**src/rtl/affine_pkg.sv**
```systemverilog
// Shared definitions for the 6-tap 1/16-phase affine horizontal filter:
// controller states, per-phase tap signs and coefficient magnitudes.
package affine_pkg;

   typedef enum logic [1:0] {
      ST_IDLE,
      ST_FILL,
      ST_RUN,
      ST_DRAIN
   } state_t;

   localparam int NTAPS      = 6;
   localparam int ACC_W      = 19;
   localparam int PHASE0_TAP = 2;
   localparam int MAG_W      = 7;

   // Bit k set means tap k is subtracted; the outer taps 1 and 4 carry the negative lobes
   localparam logic [NTAPS-1:0] TAP_SGN [16] = '{
      6'b000000, 6'b010010, 6'b010010, 6'b010010,
      6'b010010, 6'b010010, 6'b010010, 6'b010010,
      6'b010010, 6'b010010, 6'b010010, 6'b010010,
      6'b010010, 6'b010010, 6'b010010, 6'b010010
   };

   // Packed {tap5, tap4, tap3, tap2, tap1, tap0}; every row's signed sum is 64
   localparam logic [NTAPS*MAG_W-1:0] TAP_MAG [16] = '{
      {7'd0, 7'd0,  7'd0,  7'd64, 7'd0,  7'd0},
      {7'd1, 7'd2,  7'd4,  7'd63, 7'd3,  7'd1},
      {7'd1, 7'd3,  7'd8,  7'd62, 7'd5,  7'd1},
      {7'd1, 7'd4,  7'd13, 7'd60, 7'd8,  7'd2},
      {7'd1, 7'd5,  7'd17, 7'd58, 7'd10, 7'd3},
      {7'd2, 7'd8,  7'd26, 7'd52, 7'd11, 7'd3},
      {7'd3, 7'd10, 7'd31, 7'd47, 7'd9,  7'd2},
      {7'd3, 7'd10, 7'd34, 7'd45, 7'd11, 7'd3},
      {7'd3, 7'd11, 7'd40, 7'd40, 7'd11, 7'd3},
      {7'd3, 7'd11, 7'd45, 7'd34, 7'd10, 7'd3},
      {7'd2, 7'd9,  7'd47, 7'd31, 7'd10, 7'd3},
      {7'd3, 7'd11, 7'd52, 7'd26, 7'd8,  7'd2},
      {7'd3, 7'd10, 7'd58, 7'd17, 7'd5,  7'd1},
      {7'd2, 7'd8,  7'd60, 7'd13, 7'd4,  7'd1},
      {7'd1, 7'd5,  7'd62, 7'd8,  7'd3,  7'd1},
      {7'd1, 7'd3,  7'd63, 7'd4,  7'd2,  7'd1}
   };

   function automatic logic [MAG_W-1:0] tap_mag(input logic [3:0] phase, input int k);
      return TAP_MAG[phase][k*MAG_W +: MAG_W];
   endfunction

endpackage

```
**src/rtl/affine_tap_bank.sv**
```systemverilog
// Combinational tap bank: constant-coefficient products per tap selected by phase,
// signed and summed into the 19-bit accumulator. No state is held here.
module affine_tap_bank
   import affine_pkg::*;
#(
   parameter int IN_W  = 11,
   parameter int SHIFT = 6
)
(
   input  logic signed [IN_W-1:0]  win [NTAPS],
   input  logic        [3:0]       phase,
   output logic signed [ACC_W-1:0] acc
);

   logic signed [ACC_W-1:0] ext  [NTAPS];
   logic signed [ACC_W-1:0] prod [NTAPS];

   // Phase 0 is the integer position, so the sum collapses to a scaled copy of tap 2
   always_comb begin
      for (int k = 0; k < NTAPS; k++) begin
         ext[k]  = {{(ACC_W-IN_W){win[k][IN_W-1]}}, win[k]};
         prod[k] = ext[k] * $signed(ACC_W'(tap_mag(phase, k)));
      end
      acc = '0;
      if (phase == 4'd0) begin
         acc = ext[PHASE0_TAP] <<< SHIFT;
      end else begin
         for (int k = 0; k < NTAPS; k++) begin
            acc = TAP_SGN[phase][k] ? (acc - prod[k]) : (acc + prod[k]);
         end
      end
   end

endmodule

```
**src/rtl/affine_hfilt_ctrl.sv**
```systemverilog
// Line sequencer for one horizontal affine interpolation row: fills the sample
// window, filters each new window, then rounds, saturates and hands results downstream.
module affine_hfilt_ctrl
   import affine_pkg::*;
#(
   parameter int IN_W   = 11,
   parameter int OUT_W  = 11,
   parameter int LINE_W = 16,
   parameter int SHIFT  = 6
)
(
   input  logic                    clk,
   input  logic                    rst_n,
   input  logic                    start,
   input  logic        [3:0]       frac,
   output logic                    busy,
   input  logic                    in_valid,
   output logic                    in_ready,
   input  logic signed [IN_W-1:0]  in_data,
   output logic                    out_valid,
   input  logic                    out_ready,
   output logic signed [OUT_W-1:0] out_data,
   output logic                    line_done
);

   localparam logic signed [ACC_W-1:0] RND_C = ACC_W'(1 << (SHIFT-1));
   localparam logic signed [ACC_W-1:0] MAX_C = ACC_W'((1 << (OUT_W-1)) - 1);
   localparam logic signed [ACC_W-1:0] MIN_C = ACC_W'(-(1 << (OUT_W-1)));

   state_t                  state;
   logic signed [IN_W-1:0]  win     [NTAPS];
   logic signed [IN_W-1:0]  win_nxt [NTAPS];
   logic        [2:0]       fill_cnt;
   logic        [7:0]       run_cnt;
   logic        [3:0]       frac_q;
   logic                    accept;
   logic signed [ACC_W-1:0] acc;
   logic signed [ACC_W-1:0] rnd;
   logic signed [ACC_W-1:0] shf;
   logic signed [OUT_W-1:0] res;

   assign busy     = (state != ST_IDLE);
   assign in_ready = (state == ST_FILL) | ((state == ST_RUN) & (~out_valid | out_ready));
   assign accept   = in_valid & in_ready;

   // The filter sees the window as it will be after this accept, so the result
   // can be registered in the same cycle the completing sample arrives
   always_comb begin
      for (int k = 0; k < NTAPS-1; k++) begin
         win_nxt[k] = win[k+1];
      end
      win_nxt[NTAPS-1] = in_data;
   end

   affine_tap_bank #(
      .IN_W  (IN_W),
      .SHIFT (SHIFT)
   ) u_taps (
      .win   (win_nxt),
      .phase (frac_q),
      .acc   (acc)
   );

   always_comb begin
      rnd = acc + RND_C;
      shf = rnd >>> SHIFT;
      if (shf > MAX_C) begin
         res = MAX_C[OUT_W-1:0];
      end else if (shf < MIN_C) begin
         res = MIN_C[OUT_W-1:0];
      end else begin
         res = shf[OUT_W-1:0];
      end
   end

   // A start arriving alongside line_done is dropped so lines never overlap the pulse
   always_ff @(posedge clk) begin
      if (!rst_n) begin
         state     <= ST_IDLE;
         for (int k = 0; k < NTAPS; k++) begin
            win[k] <= '0;
         end
         fill_cnt  <= '0;
         run_cnt   <= '0;
         frac_q    <= '0;
         out_valid <= 1'b0;
         out_data  <= '0;
         line_done <= 1'b0;
      end else begin
         line_done <= 1'b0;
         if (accept) begin
            for (int k = 0; k < NTAPS-1; k++) begin
               win[k] <= win[k+1];
            end
            win[NTAPS-1] <= in_data;
         end
         if (accept && (state == ST_RUN)) begin
            out_data  <= res;
            out_valid <= 1'b1;
         end else if (out_ready) begin
            out_valid <= 1'b0;
         end
         case (state)
            ST_IDLE: begin
               if (start && !line_done) begin
                  state    <= ST_FILL;
                  frac_q   <= frac;
                  fill_cnt <= '0;
                  run_cnt  <= '0;
               end
            end
            ST_FILL: begin
               if (accept) begin
                  if (fill_cnt == 3'd4) begin
                     fill_cnt <= '0;
                     state    <= ST_RUN;
                  end else begin
                     fill_cnt <= fill_cnt + 3'd1;
                  end
               end
            end
            ST_RUN: begin
               if (accept) begin
                  if (run_cnt == 8'(LINE_W-1)) begin
                     run_cnt <= '0;
                     state   <= ST_DRAIN;
                  end else begin
                     run_cnt <= run_cnt + 8'd1;
                  end
               end
            end
            ST_DRAIN: begin
               if (out_valid && out_ready) begin
                  state     <= ST_IDLE;
                  line_done <= 1'b1;
               end
            end
            default: state <= ST_IDLE;
         endcase
      end
   end

endmodule

```
**config.mk**
```make
export PLATFORM = sky130hd
export DESIGN_NAME = affine_hfilt_ctrl
export DESIGN_NICKNAME = d
export VERILOG_FILES = /design/src/rtl/affine_pkg.sv /design/src/rtl/affine_tap_bank.sv /design/src/rtl/affine_hfilt_ctrl.sv
export SDC_FILE = /design/constraint.sdc
export NUM_CORES = 1
export LEC_CHECK = 0
export BUFFER_PORTS_ARGS = -buffer_cell sky130_fd_sc_hd__buf_4
export CAP_MARGIN = 10
export CELL_PAD_IN_SITES_DETAIL_PLACEMENT = 0
export CELL_PAD_IN_SITES_GLOBAL_PLACEMENT = 1
export CORE_MARGIN = 2
export CORE_UTILIZATION = 40
export CTS_CLUSTER_SIZE = 10
export DETAILED_ROUTE_END_ITERATION = 8
export PLACE_DENSITY_LB_ADDON = 0.1
export SYNTH_ARGS = -nofsm -noshare
export SYNTH_HDL_FRONTEND = slang
export SYNTH_SLANG_ARGS = --single-unit
```
**constraint.sdc**
```tcl
create_clock -name clk -period 13.75 [get_ports clk]
set_input_delay 0.6875 -clock clk [delete_from_list [all_inputs] [get_ports clk]]
set_output_delay 0.6875 -clock clk [all_outputs]
set_load 0.1 [all_outputs]
```
==> flow_summary.yaml, run 1 <==
logic_synthesis:
  netlist-cell-type-count: 99
  synth_edf_count: 55
  ys_ff_latch: 85
  yosysWarnings: 0
  synthTopCellsByArea: "ha_1, fa_1, edfxtp_1, inv_1, xnor2_1"
  syn-instance-count: 2549
  synth_top_area_share_pct: 20.2
  netlist_area_um2: 21100
  ys_async_sr_fraction_pct: 0
  ys_seq_area_share_pct: 10.7
  synth_fp_nets: 3075
  avgSynthCellArea_um2: 8.26
  ys.flop_type: "edfxtp_1"
  synth_top_area_cell: "ha_1"
worst_setup_path:
  crit_top_cell: "ha_1"
  crit_slowest_cell: "fa_1"
  rrSetupSlack_ns: 1.17
  crit_arrival_ns: 12.91
  startpoint_type: "register"
  cp.required_ns: 14.08
  critPathCaptureType: "register"
  critPathMaxFanout: 11
  slowest_delay_ns: 0.52
  critPathKind: "register to register"
final_layout:
  syn2layout_area_growth_pct: 6.40
  final_common_cell: "inv_1"
  drive_gt1_share_pct: 4.85
  final_cell_area_um2: 22400
  final_cells: 3247
  mostFrequentLayoutCells: "inv_1, ha_1, nand2_1, and2_1, fa_1"
  fin_nets: 3079
floorplanning:
  design.core.area_um2: 52300
  fp.dieH_um: 233
  io_pins: 35
  die-width_um: 233
  num_rows: 84
  start_util_pct: 40.2
  die_area_um2: 54500
cts:
  root_buffer: "clkbuf_16"
  worstSkewPairLatency_ns: 0.38
  path_clk_slew_ns: 0.08
  tritoncts: "done"
  tritoncts.num_buffers: 9
  htreeDepth: 3
  cts.sinks: 85
  clockBufferDepth: 2
timing:
  fin_skew_ns: 0.0119
  rsz0062_at_grt: "false"
  setup-tns-final_ns: 0
  max_slew.worst_pin.slew_ns: 1.02
  slew_violations: 0
  fin_crit_sh_pct: 91.5
  finalHoldViolCount: 0
  min_period_ns: 12.58
  max_freq_ghz: 0.0795
  finalSetupViolCount: 0
  max-slew-margin-rel_pct: 32.2
  timing.hold.ws_ns: 0.488
detailed_routing:
  drt-wirelength-per-cell_um: 17.7
  totalWireLength_um: 57600
  dr.pass1.iters: 5
  drt-vias-per-instance: 5.30
  drtAntennaViolNets: 0
  route.detailed.drc: 0
  initialDrtViolationCount: 828
  via_count: 17212
placement:
  placed_cell_area_um2: 22100
  hpwl_um: 48400
  placed_cells: 3230
  gp_congestion: 0.844
  port_buffers: 34
hold_path:
  hp-class: "register to register"
status:
  outcome: "completed"
grt:
  antenna_found_initial: 0
  grt_max_degree: 73
  grt_pass1_vias: 17455
  grt.overflow.total: 0
  track_usage_pct: 21.8
  grt_pass1_wl_um: 92700
job:
  max-cap-violations: 0
[cell type report]
class	instances	area [µm²]
fillers	5369	29900
multi-input cells	2048	17200
flip-flops and latches	85	2250
inverters	352	1320
well taps	688	861
repair buffers	57	425
clock buffers	11	275
clock inverters	5	65.1
diodes	1	2.50
[cell usage after synthesis, types with 4 or more instances]
cell type and number:
a211o_1 4, a211oi_1 8, a21boi_0 21, a21o_1 35
a21oi_1 109, a21oi_2 10, a31oi_1 17, a41o_1 5
a41oi_1 4, and2_1 173, and3_1 79, clkbuf_1 54
dfxtp_1 30, edfxtp_1 55, fa_1 166, ha_1 340
inv_1 352, mux2i_1 13, nand2_1 197, nand2b_1 26
nand3_1 39, nand3b_1 8, nand4_1 6, nand4b_1 6
nor2_1 164, nor2b_1 42, nor3_1 44, nor3b_1 8
nor4_1 10, o211ai_1 11, o21a_1 31, o21ai_0 109
o21ai_1 4, o21bai_1 16, o31a_1 6, o31ai_1 18
o41ai_1 4, or2_2 6, or3_1 11, or4_1 6
xnor2_1 143, xor2_1 78
[worst max-delay path, delay by kind of cell (launching register included)]
| family | cells | cell delay [ns] |
|---|---|---|
| muxes | 1 | 0.40 |
| and+or+nand+nor | 17 | 3.11 |
| xor gates and xnor gates | 5 | 0.96 |
| DFF | 1 | 0.42 |
| buffers and inverters | 1 | 0.18 |
| adders and majority gates | 10 | 3.71 |
| AOI/OAI and AO/OA | 16 | 3.76 |
[stage by stage]
step           util (%)  worst slack, ns
3_3_place_gp       42.1             1.04
2_1_floorplan         -             2.30
6_report           42.8             1.17
4_1_cts            42.8            0.668
3_5_place_dp       42.2            0.751
5_1_grt            42.8           0.0732
[worst paths after layout]
| kind | end | start | cells after the start |
|---|---|---|---|
| worst max-delay path | out_data[0]$_SDFFE_PN0P_ | frac_q[0]$_SDFFE_PN0P_ | 50 |
| worst min register to register | fill_cnt[2]$_SDFFE_PN0P_ | fill_cnt[2]$_SDFFE_PN0P_ | 2 |
| worst min-delay path | fill_cnt[2]$_SDFFE_PN0P_ | fill_cnt[2]$_SDFFE_PN0P_ | 2 |
| worst max register to register | out_data[0]$_SDFFE_PN0P_ | frac_q[0]$_SDFFE_PN0P_ | 50 |
[registers in the layout, indices dropped and copies added (netlist names)]
name / cells
out_data: 11
line_done: 1
fill_cnt: 3
run_cnt: 8
frac_q: 4
out_valid: 1
state: 2
win: 55
[cells by family after synthesis]
logic type | Yosys count | synth area share (%)
AND/OR/NAND/NOR | 848 | 21.1
adder cells (fa/ha/maj) | 506 | 36.0
AO/OA/AOI/OAI | 454 | 14.2
buffers and inverters | 416 | 7.67
XOR/XNOR | 226 | 9.71
flip-flops | 85 | 10.7
multiplexers | 14 | 0.671
[per-layer routing]
layer / vias to the layer above / global-route usage (%) / wire (µm)
li1: 8585 / - / -
met1: 8360 / 27.8 / 26200
met2: 220 / 38.7 / 28000
met3: 47 / 3.34 / 2160
met4: 0 / 5.10 / 1190
met5: - / 0 / 0
[what timing repair did]
action                     CTS  global route
gates resized for setup      0             2
setup endpoints to repair    0            10
setup buffers                0             0
hold buffers                 0             0
Power of run 1 is left out: the tool's default activity adds up to more than one toggle a clock period on the data nets, which glitch-free logic cannot reach.
==> run 2, diff against run 1 <==
--- a/config.mk
+++ b/config.mk
@@ -16,4 +16,5 @@
 export PLACE_DENSITY_LB_ADDON = 0.1
 export SYNTH_ARGS = -nofsm -noshare
 export SYNTH_HDL_FRONTEND = slang
+export SYNTH_HIERARCHICAL = 1
 export SYNTH_SLANG_ARGS = --single-unit
==> flow_summary.yaml, run 2 <==
floorplanning:
  fp.dieH_um: 232
  io_pins: 35
  design.core.area_um2: 51300
  die-width_um: 232
  start_util_pct: 40.4
  die_area_um2: 53700
  num_rows: 83
hold_path:
  hp-class: "register to register"
  min_to: "out_data[5]$_SDFFE_PN0P_"
  hold_start: "out_data[5]$_SDFFE_PN0P_"
  hold_depth: 2
logic_synthesis:
  netlist_area_um2: 20700
  synth_fp_nets: 3011
  yosysWarnings: 6
  avgSynthCellArea_um2: 8.35
  syn-instance-count: 2485
worst_setup_path:
  crit_arrival_ns: 12.91
  critPathCaptureType: "register"
  startpoint_type: "register"
  regToRegStartpoint: "frac_q[1]$_SDFFE_PN0P_"
  crit_top_cell: "ha_1"
  worst-r2r-cell-count: 58
  path_buf_inv: 3
  crit_slowest_cell: "mux4_2"
  crit_family: "compound AO/OA/AOI/OAI gates"
  cp.required_ns: 13.99
  critPathMaxFanout: 12
  critPathKind: "register to register"
  r2r_end: "out_data[7]$_SDFFE_PN0P_"
  rrSetupSlack_ns: 1.08
  slowest_delay_ns: 0.62
timing:
  finalSetupViolCount: 0
  slew_violations: 0
  max_freq_ghz: 0.0789
  max-slew-margin-rel_pct: 23.3
  min_period_ns: 12.67
  setup-tns-final_ns: 0
  fin_crit_sh_pct: 92.1
  fin_skew_ns: 0.0168
  finalHoldViolCount: 0
  rsz0062_at_grt: "false"
  max_slew.worst_pin.slew_ns: 1.14
final_layout:
  drive_gt1_share_pct: 5.68
  mostFrequentLayoutCells: "inv_1, ha_1, and2_1, fa_1, nand2_1"
  final_common_cell: "inv_1"
  syn2layout_area_growth_pct: 6.68
  fin_nets: 3022
  fillers: 5262
  antenna_cells: 0
  largestRegisters: "win (55), out_data (11), run_cnt (8)"
  largest_reg_flops: 55
  top_register: "win"
detailed_routing:
  wl_met1_um: 24900
  via_count: 16541
  route.detailed.drc: 0
  totalWireLength_um: 54900
  drt-wirelength-per-cell_um: 17.2
  top_layer: "met4"
  dr.pass1.iters: 4
  drtAntennaViolNets: 0
  wl_met3_um: 946
  drt-vias-per-instance: 5.20
  wl_met2_um: 28300
  initialDrtViolationCount: 543
cts:
  tritoncts.num_buffers: 9
  htreeDepth: 3
  clockBufferDepth: 2
  cts_setup_buffers: 0
  worstSkewPairLatency_ns: 0.39
  tritoncts: "done"
  cts.sinks: 85
  path_clk_slew_ns: 0.07
  root_buffer: "clkbuf_16"
grt:
  grt.overflow.total: 0
  antenna_found_initial: 3
  grt_pass1_vias: 17532
  grt_max_degree: 56
  track_usage_pct: 21.4
  grt_pass1_wl_um: 90600
job:
  max-cap-violations: 0
placement:
  gp_congestion: 0.823
  hpwl_um: 46400
  port_buffers: 34
status:
  outcome: "completed"
==> run 2: per-layer routing <==
| layer | global-route usage, % | vias to the layer above |
|---|---|---|
| met5 | 0 | - |
| met4 | 4.23 | 0 |
| met3 | 2.01 | 39 |
| met2 | 40.1 | 167 |
| met1 | 26.6 | 7993 |
| li1 | - | 8342 |
==> run 2: cell type report <==
class	instances	area, µm²	share of cell area (%)
clock inverter	6	43.8	0.198
multi-input combinational	1968	16900	76.4
clock buffer	10	233	1.05
inverter	376	1410	6.38
tap	680	851	3.84
timing repair buffer	56	420	1.90
sequential	85	2250	10.2
==> run 2: worst max-delay path by stage <==
stage	start	end	slack [ns]	depth (start not counted)
finish	frac_q[1]$_SDFFE_PN0P_	out_data[7]$_SDFFE_PN0P_	1.08	58
floorplan	frac_q[3]$_SDFFE_PN0P_	out_data[2]$_SDFFE_PN0P_	2.03	57
detailed placement	frac_q[1]$_SDFFE_PN0P_	out_data[2]$_SDFFE_PN0P_	0.60	54
CTS	frac_q[1]$_SDFFE_PN0P_	out_data[2]$_SDFFE_PN0P_	0.56	54
global route	frac_q[1]$_SDFFE_PN0P_	out_data[9]$_SDFFE_PN0P_	0.02	55
global placement	frac_q[1]$_SDFFE_PN0P_	out_data[2]$_SDFFE_PN0P_	0.93	54
==> run 2: stage by stage <==
stage / hold WS, ns / instances / instance area [µm²] / setup slack [ns] / util [%]
global placement: 0.451 / 3165 / 21800 / 0.933 / 42.5
finish: 0.460 / 3181 / 22100 / 1.08 / 43.1
CTS: 0.469 / 3181 / 22100 / 0.562 / 43.1
detailed placement: 0.457 / 3165 / 21800 / 0.596 / 42.5
floorplan: 0.443 / 2485 / 20700 / 2.03 / -
global route: 0.477 / 3181 / 22100 / 0.0245 / 43.1
==> run 2: worst min-delay path, cell delays in order, from the launching register on <==
cell     delay, ns
dfxtp_1       0.32
nand2_1       0.05
a21oi_1       0.05
==> run 2: repair_timing <==
item / CTS / global route
hold buffers: 0 / 0
endpoints found under the setup margin: 0 / 11
gates resized for setup: 0 / 9
Power of run 2 is left out for the same reason.
